## src/rtl/fifo_drain_ctrl.sv

```systemverilog
// Read-side FIFO drain: credit-gated read strobes, 2-entry output buffer, valid/ready stream.
// Optional FIFO_DRAIN_CNT_EN adds a 16-bit accepted-beat counter on port word_count.
module fifo_drain_ctrl #(
  parameter int unsigned WIDTH     = 8,
  parameter int unsigned BURST_LEN = 4
) (
  input  logic             clk,
  input  logic             reset_n,
  input  logic             enable,
  input  logic             fifo_empty,
  output logic             fifo_read,
  input  logic [WIDTH-1:0] fifo_rdata,
  output logic             out_valid,
  input  logic             out_ready,
  output logic [WIDTH-1:0] out_data,
  output logic             out_last,
  output logic             busy
`ifdef FIFO_DRAIN_CNT_EN
  ,
  output logic [15:0]      word_count
`endif
);

  localparam int unsigned    BW        = (BURST_LEN > 1) ? $clog2(BURST_LEN) : 1;
  localparam logic [BW-1:0]  LAST_BEAT = BW'(BURST_LEN - 1);

  typedef enum logic [1:0] {
    S_IDLE,
    S_RUN,
    S_STOP
  } state_t;

  state_t           state;
  logic [1:0]       occ;
  logic             inflight;
  logic [BW-1:0]    beat_cnt;
  logic [WIDTH-1:0] slot0;
  logic [WIDTH-1:0] slot1;
  logic [1:0]       outstanding;
  logic             pop;

  assign outstanding = occ + {1'b0, inflight};
  assign out_valid   = (occ != 2'd0);
  assign pop         = out_valid & out_ready;
  assign out_data    = slot0;
  assign out_last    = out_valid & (beat_cnt == LAST_BEAT);
  assign busy        = inflight | out_valid;

  // A full credit count may still issue a read when the head leaves this cycle.
  always_comb begin
    fifo_read = 1'b0;
    if (reset_n && (state == S_RUN) && !fifo_empty) begin
      fifo_read = (outstanding < 2'd2) | ((outstanding == 2'd2) & pop);
    end
  end

  always_ff @(posedge clk) begin
    if (!reset_n) begin
      state    <= S_IDLE;
      occ      <= '0;
      inflight <= 1'b0;
      beat_cnt <= '0;
      slot0    <= '0;
      slot1    <= '0;
    end else begin
      inflight <= fifo_read;

      unique case (state)
        S_IDLE: if (enable) state <= S_RUN;
        S_RUN:  if (!enable) state <= S_STOP;
        S_STOP: begin
          if (enable)     state <= S_RUN;
          else if (!busy) state <= S_IDLE;
        end
        default: state <= S_IDLE;
      endcase

      if (pop) begin
        beat_cnt <= (beat_cnt == LAST_BEAT) ? '0 : beat_cnt + 1'b1;
      end

      // Capture lands behind the current contents; a pop shifts slot1 to the head.
      unique case ({inflight, pop})
        2'b10: begin
          if (occ == 2'd0) slot0 <= fifo_rdata;
          else             slot1 <= fifo_rdata;
          occ <= occ + 2'd1;
        end
        2'b01: begin
          slot0 <= slot1;
          occ   <= occ - 2'd1;
        end
        2'b11: begin
          if (occ == 2'd2) begin
            slot0 <= slot1;
            slot1 <= fifo_rdata;
          end else begin
            slot0 <= fifo_rdata;
          end
        end
        default: ;
      endcase
    end
  end

`ifdef FIFO_DRAIN_CNT_EN
  always_ff @(posedge clk) begin
    if (!reset_n)  word_count <= '0;
    else if (pop)  word_count <= word_count + 16'd1;
  end
`endif

endmodule

```

## config.mk

```make
export PLATFORM = sky130hd
export DESIGN_NAME = fifo_drain_ctrl
export DESIGN_NICKNAME = d
export VERILOG_FILES = /design/src/rtl/fifo_drain_ctrl.sv
export SDC_FILE = /design/constraint.sdc
export NUM_CORES = 1
export LEC_CHECK = 0
export BUFFER_PORTS_ARGS = -buffer_cell sky130_fd_sc_hd__buf_2
export CORE_ASPECT_RATIO = 1.4
export CORE_MARGIN = 2
export CORE_UTILIZATION = 50
export DETAILED_ROUTE_END_ITERATION = 8
export PLACE_DENSITY = 0.75
export SYNTH_ARGS = -nofsm -noshare
export SYNTH_HDL_FRONTEND = slang
export SYNTH_SLANG_ARGS = --single-unit
```

## constraint.sdc

```tcl
create_clock -name clk -period 6.5 [get_ports clk]
set_clock_uncertainty 0.05 [all_clocks]
set_input_delay 0.65 -clock clk [delete_from_list [all_inputs] [get_ports clk]]
set_output_delay 0.65 -clock clk [all_outputs]
set_load 0.05 [all_outputs]
```

## After elaboration in Yosys (flattened, before gate mapping)

Cells that the tools add are included.

- Word-level logic and storage cells: 56
- Output and inout port bits: 12
- Flip-flop bits (word level): 23
- Input bits: 13

- Multiplexer cells: 14
- Add/sub/neg operators: 4
- Magnitude comparators: 1
- Reductions and logical operators: 12
- Equal/unequal tests: 14
- Bitwise gates (word level): 5

Operators by type and width:

| kind | count |
|---|---|
| 8-bit two-way mux | 4 |
| 8-bit case mux with 3 select lines | 1 |
| 8-bit case mux with 2 select lines | 1 |
| 2-bit equality test (second input constant) | 6 |
| 2-bit two-way mux | 5 |
| 2-bit != test (second input constant) | 5 |
| 2-bit case mux with 3 select lines | 1 |
| 3-bit AND reduction | 2 |
| 2-bit nonzero test | 3 |
| 2-bit by 1-bit adder with 2-bit output (second input constant) | 2 |
| 2-bit by 1-bit equality test with 1-bit output (second input constant) | 2 |
| 2-bit logical NOT | 2 |
| 2-bit case mux with 2 select lines | 1 |
| 1-bit AND | 3 |
| 3-bit != test (second input constant) | 1 |
| 3-bit nonzero test | 1 |
| 2-bit by 1-bit adder with 2-bit output | 1 |
| 1-bit logical AND | 2 |
| 2-bit < comparator (second input constant) | 1 |
| 1-bit OR | 2 |
| 2-bit AND reduction | 1 |
| 2-bit by 1-bit subtractor with 2-bit output (second input constant) | 1 |
| 1-bit logical NOT | 1 |
| 1-bit two-way mux | 1 |

## Depth between registers and ports, before layout

Gate-level depths: netlist of run 1.

- Word-level depth: 5
- Gate-level depth with buffers: 8
- Depth with buffers taken out: 7

## Worst setup path before layout of run 1

Ideal clock, no wire load.

- Path kind: input -> register
- From: input out_ready
- To: register slot1[0]
- Buffers on the path: 0
- Setup time: 72 ps
- Arrival: 1,990 ps
- Cell stages on the path: 7
- Slack: 4,388 ps
- Data required time: 6,378 ps
- Cell sequence: o21ai_2 -> inv_1 -> ha_1 -> inv_1 -> a21oi_1 -> a211oi_4 -> mux2i_1

- Word-level cells in the longest chain between the ends: 4
- Elaborated cells between the ends (all ways): 8
- Those cells by class: eq/ne (4); mux (1); bitwise (1); reduce/logical (2)

Ends and longest elaborated chain:

| item | line | source |
|---|---|---|
| start: declaration | 14 | `input logic out_ready,` |
| 1-bit AND * | 44 | `assign pop = out_valid & out_ready;` |
| net pop | 40 | `logic pop;` |
| 2-bit equality test | 83 | `unique case ({inflight, pop})` |
| 2-bit != test (no source line) or 2-bit nonzero test (tied branches) | n/a |  |
| 3-bit AND reduction (no source line) | n/a |  |
| end signal: assignment | 86 | `else slot1 <= fifo_rdata;` |
| end signal: assignment | 96 | `slot1 <= fifo_rdata;` |
| end: declaration | 38 | `logic [WIDTH-1:0] slot1;` |

The timed path passes the listed nets; every way through them passes the cells marked *.
A chain may end at the register's enable or synchronous reset.

## Worst setup path after layout of run 1

- From: register occ[0]
- To: output fifo_read

- Word-level cells in the longest chain between the ends: 5
- Elaborated cells between the ends (all ways): 8
- Those cells by class: add/sub (1); order compare (1); eq/ne (1); mux (1); bitwise (3); reduce/logical (1)

Ends and longest elaborated chain:

| item | line | source |
|---|---|---|
| start: declaration | 34 | `logic [1:0] occ;` |
| start signal: assignment | 87 | `occ <= occ + 2'd1;` |
| start signal: assignment | 91 | `occ <= occ - 2'd1;` |
| 2-bit by 1-bit adder with 2-bit output or 2-bit nonzero test (tied branches) | 42, 43 |  |
| 2-bit equality test or 1-bit AND (tied branches) | 53, 44 |  |
| 1-bit AND | 53 | `fifo_read = (outstanding < 2'd2) \| ((outstanding == 2'd2) & pop);` |
| 1-bit OR * | 53 |  |
| 1-bit two-way mux * | 52 | `if (reset_n && (state == S_RUN) && !fifo_empty) begin` |
| end: declaration | 11 | `output logic fifo_read,` |

Every way passes the cells marked *; elsewhere a longest branch is shown, timed or not.

==> results.py, run 1 <==
metrics = {
    "status": {
        "status": "finished, final reports clean",
    },
    "sta": {
        "slew_headroom": 0.597,
        "tns_ns": 0,
        "period_minus_slack_ns": 2.64,
        "worst_pin_slew_ns": 0.603,
        "rsz0062_at_grt": "false",
        "finalMaxSlewViolations": 0,
        "whs_ns": 0.398,
        "max_clock_freq_mhz": 378,
        "hold_violations": 0,
        "setup_viol": 0,
        "period_share": 0.407,
    },
    "critical_path": {
        "crit_slowest_cell": "dfxtp_1",
        "cp-end-kind": "output port",
        "cp.required_ns": 5.80,
        "cp-start-kind": "register",
        "critical_path_class": "register to output port",
        "crit_path_start": "occ[0]",
        "cpPeakStageDelay_ns": 0.59,
        "reg2reg_from": "occ[0]",
        "crit_family": "flip-flops",
        "path_buf_inv": 1,
        "worstPathArrival_ns": 1.94,
        "path_cells": "ha_1 > o21ai_0 > and4b_1 > buf_2",
        "path_max_fanout": 9,
    },
    "placed_design": {
        "dpl.hpwl_microns": 1620,
        "io_buffers": 24,
        "post_dp_cell_area_sq_um": 1210,
        "gp_congestion": 0.791,
    },
    "grt": {
        "first_global_vias": 794,
        "antenna_found_initial": 0,
        "gr-usage-all-layers": 0.178,
        "grt_pass1_wl_microns": 3390,
        "grt_max_degree": 33,
        "overflow": 0,
    },
    "job": {
        "maxCapViolCount": 0,
    },
    "clock_tree": {
        "clkTransAtPathRegs_ns": 0.13,
        "cts_tree": "done",
        "clk_latency_ns": 0.31,
        "numCtsBuffers": 3,
        "cts_buffer_depth": 2,
        "cts-hold-fix-buffers": 0,
        "cts_root_buf": "clkbuf_4",
        "postCtsSetupBuffers": 0,
        "cts.repair.resized": 0,
        "cts_max_level": 1,
        "clock_sink_count": 23,
    },
    "routing": {
        "wl_met3_microns": 71,
        "met1Wirelength_microns": 846,
        "top_layer": "met4",
        "drc": 0,
        "drt_wl_total_microns": 2100,
        "drt-pass1-iter-count": 4,
        "wl_per_cell_microns": 12.7,
        "postRouteAntennaNets": 0,
        "via_per_inst": 5.46,
        "wl_met2_microns": 1140,
        "vias": 907,
        "drt_iter0_drc": 27,
    },
    "logic_synthesis": {
        "synth_seq_cells": 23,
        "syn_avg_cell_area_sq_um": 9.07,
        "syn-cell-area_sq_um": 1090,
        "synth.distinct_cells": 27,
        "ys_seq_area_frac": 0.423,
        "synth_fp_nets": 139,
        "synth_cells": 120,
        "synth_warnings": 0,
    },
    "final_layout": {
        "diodes": 0,
        "final_area_sq_um": 1240,
        "nNetsFinal": 164,
        "final_layout_size_suffix_gt1_frac": 0.215,
        "final_core_util": 0.584,
        "area_growth_pct": 14.0,
    },
    "die": {
        "start_util": 0.512,
        "die_y_microns": 59.2,
        "boundaryPins": 25,
        "core_region_area_sq_um": 2130,
        "row_count": 20,
        "die_x_microns": 43.4,
        "die_area_sq_um": 2570,
    },
    "pwr": {
        "peakVddDrop_mv": 0.155,
        "leakage_nw": 0.568,
        "power_density_nw_per_um2": 236,
    },
    "hold_path": {
        "hold_start": "state[0]",
        "hp-class": "register to register",
    },
}
## report_power, final
group	internal [mW]	switching [mW]
clock network	0.0230	0.0420
logic	0.0207	0.0507
registers	0.150	0.00727
total	0.194	0.100
## final timing paths
| kind | end | slack, ns | depth (start not counted) |
|---|---|---|---|
| setup / recovery | fifo_read | 3.86 | 4 |
| hold / removal | state[0] | 0.40 | 1 |
| hold reg to reg | state[0] | 0.40 | 1 |
| setup reg to reg | slot1[6] | 4.17 | 7 |
## layout by cell type (no fill, tap or decap)
cell	count
xor2_1	1
o21ai_0	10
buf_2	24
and2_1	1
o21ai_2	1
o21bai_1	1
a21o_1	1
nand2b_1	1
or3_1	1
nor3b_1	1
ha_1	6
a21oi_2	1
a2bb2oi_1	1
mux2i_1	8
and4b_1	2
xnor2_1	2
clkbuf_4	3
clkinv_2	1
nor2_1	10
nor2b_1	4
a21boi_0	2
a221oi_1	8
a21oi_1	4
nor3_1	1
nand2_1	21
inv_1	4
dfxtp_1	23
a211oi_4	1
## state kept, by name, summed over array words and instances, names as in the netlist
signal    count
occ           2
beat_cnt      2
slot1         8
state         2
out_data      8
inflight      1
## cells in the mapped netlist
cell       number  share of area
a21o_1          1         0.0069
nor3_1          1         0.0046
nand2_1        21          0.072
or3_1           1         0.0058
xnor2_1         2          0.016
dfxtp_1        23           0.42
nor3b_1         1         0.0069
a21oi_1         4          0.018
a2bb2oi_1       1         0.0080
nand2b_1        1         0.0058
o21ai_2         1         0.0080
nor2b_1         4          0.023
a21boi_0        2          0.014
a211oi_4        1          0.018
inv_1           4          0.014
a221oi_1        8          0.064
a21oi_2         1         0.0080
o21ai_0        10          0.046
o21bai_1        1         0.0069
xor2_1          1         0.0080
mux2i_1         8          0.074
and4b_1         2          0.018
ha_1            6          0.069
and2_1          1         0.0058
clkbuf_1        3          0.010
nor2_1         10          0.034
buf_6           1          0.010
## routing by layer
metal / vias up / track usage
met5: - / 0
met4: 0 / 0.0909
met3: 5 / 0.0183
met2: 18 / 0.318
met1: 417 / 0.207
li1: 467 / -
## cell families after synthesis
logic type / synth area share
mux: 0.0736
xor+xnor: 0.0241
flops: 0.423
simple gates: 0.177
fa+ha+maj: 0.0690
buf+inv: 0.0345
compound gates: 0.199
## final cells by class
| type | instances | area (sq um) |
|---|---|---|
| inverters | 4 | 15.0 |
| repair buffers | 24 | 120 |
| clock buffers | 3 | 22.5 |
| multi-input cells | 89 | 591 |
| well taps | 22 | 27.5 |
| clock inverters | 1 | 5.00 |
| fillers | 201 | 886 |
| flip-flops and latches | 23 | 460 |
## per-stage QoR
stage                     setup WS [ns]  instances  power, mW
after floorplan                    4.39        120      0.215
after global placement             4.14        162      0.231
after detailed placement           4.05        162      0.232
after CTS                          3.83        166      0.296
after global routing               3.75        166      0.308
final                              3.86        166      0.293
Power figures use the tool's default switching activity.
==> inputs of run 2 (changes only) <==
==> constraint.sdc (replaced) <==
create_clock -name clk -period 2.8 [get_ports clk]
set_clock_uncertainty 0.05 [all_clocks]
set_input_delay 0.28 -clock clk [delete_from_list [all_inputs] [get_ports clk]]
set_output_delay 0.28 -clock clk [all_outputs]
set_load 0.05 [all_outputs]
==> run 2 against run 1 <==
Compared with the run above:
- sequential share of layout area fell by 0.22 points
- utilization rose by 0.35 points
- die area did not move
- cell area rose by 0.61%
- hold slack got worse by 0.32 ns
- combinational power rose by 140%
- via count fell by 1.1%
- final cell count rose by 0.60%
- global-route usage rose by 1.7 points
- routed wire length rose by 2.6%
- clock power rose by 130%
- critical path type is now register to register
==> results.py, run 2 (synthesis gave the netlist of run 1 again) <==
metrics = {
    "grt": {
        "gr-usage-met1": 0.217,
        "grt_pass1_wl_microns": 3710,
        "antenna_found_initial": 0,
        "overflow": 0,
        "gr-usage-all-layers": 0.194,
        "top_usage_layer": "met2",
        "globalRouteMet2Util": 0.350,
        "first_global_vias": 861,
        "grt_max_degree": 33,
        "gr-usage-met3": 0.0366,
    },
    "final_layout": {
        "nNetsFinal": 165,
        "final_common_cell": "buf_2",
        "multiInputGateArea_sq_um": 591,
        "fill_cells": 217,
        "final_layout_size_suffix_gt1_frac": 0.221,
        "layout_common_cells": "24 x buf_2, 23 x dfxtp_1, 21 x nand2_1",
        "seq_area_sq_um": 460,
        "area_growth_pct": 14.7,
        "diodes": 0,
        "final_core_util": 0.587,
    },
    "sta": {
        "slew_headroom": 0.615,
        "hold_violations": 0,
        "tns_ns": 0,
        "period_minus_slack_ns": 2.32,
        "worst_pin_slew_ns": 0.576,
        "finalMaxSlewViolations": 0,
        "whs_ns": 0.0775,
        "setup_viol": 0,
        "period_share": 0.829,
        "max_clock_freq_mhz": 431,
        "rsz0062_at_grt": "false",
    },
    "critical_path": {
        "worstPathArrival_ns": 2.52,
        "cp.required_ns": 3.00,
        "cp-end-kind": "register",
        "path_max_fanout": 9,
        "critical_path_class": "register to register",
        "cp-start-kind": "register",
    },
    "pwr": {
        "finalPower_mw": 0.685,
        "peakVddDrop_mv": 0.325,
        "power_density_nw_per_um2": 548,
        "leakage_nw": 0.572,
    },
    "clock_tree": {
        "clock_sink_count": 23,
        "cts_max_level": 1,
        "cts.repair.resized": 0,
        "cts_tree": "done",
        "clkTransAtPathRegs_ns": 0.12,
        "clk_latency_ns": 0.31,
        "postCtsSetupBuffers": 0,
        "cts_buffer_depth": 2,
        "numCtsBuffers": 3,
        "cts-hold-fix-buffers": 0,
        "cts_root_buf": "clkbuf_4",
    },
    "die": {
        "start_util": 0.512,
        "row_count": 20,
        "die_x_microns": 43.4,
        "boundaryPins": 25,
        "core_region_area_sq_um": 2130,
        "die_area_sq_um": 2570,
        "die_y_microns": 59.2,
    },
    "routing": {
        "drt-pass1-iter-count": 4,
        "drt_wl_total_microns": 2160,
        "via_per_inst": 5.37,
        "drt_iter0_drc": 17,
        "wl_per_cell_microns": 12.9,
        "vias": 897,
        "drc": 0,
        "postRouteAntennaNets": 0,
    },
    "placed_design": {
        "io_buffers": 24,
        "gp_congestion": 0.791,
        "dpl.hpwl_microns": 1590,
    },
    "status": {
        "status": "finished, final reports clean",
    },
    "hold_path": {
        "hp-class": "primary input to register",
    },
    "job": {
        "maxCapViolCount": 0,
    },
}
run 2: cell types whose count changed in the layout (fill, tap and decap cells not counted), sizes merged:
| cell | delta |
|---|---|
| buf | +1 |
run 2: area by class of cell:
class | count | share of cell area
clock buffer | 3 | 0.0180
clock inverter | 1 | 0.00401
inverter | 4 | 0.0120
multi-input combinational | 89 | 0.473
sequential | 23 | 0.369
tap | 22 | 0.0220
timing repair buffer | 25 | 0.102
run 2: worst max-delay path: stages, from the launching register on:
cell      delay, ns
dfxtp_1        0.45
o21ai_2        0.32
inv_1          0.16
ha_1           0.30
inv_1          0.10
a21oi_1        0.10
a211oi_4       0.53
mux2i_1        0.25
run 2: stage by stage:
stage | instance area (sq um) | setup slack, ns | instances
after detailed placement | 1220 | 0.520 | 163
after CTS | 1250 | 0.486 | 167
after global routing | 1250 | 0.248 | 167
after global placement | 1220 | 0.611 | 163
after floorplan | 1090 | 0.766 | 120
final | 1250 | 0.479 | 167
run 2: worst paths after layout:
kind                  from       end  slack (ns)  depth (start not counted)
setup reg to reg    occ[0]  slot1[3]        0.48                          7
hold reg to reg   state[0]  state[0]        0.41                          1
setup / recovery    occ[0]  slot1[3]        0.48                          7
hold / removal      enable  state[1]        0.08                          2
run 2: layer usage:
| metal | vias to the layer above | part of all wire |
|---|---|---|
| met5 | - | 0 |
| li1 | 469 | - |
| met1 | 404 | 0.43 |
| met3 | 4 | 0.030 |
| met4 | 0 | 0.013 |
| met2 | 20 | 0.53 |
run 2: power breakdown:
group	switching, mW	internal (mW)
Clock	0.0989	0.0534
Sequential	0.0163	0.348
Combinational	0.119	0.0496
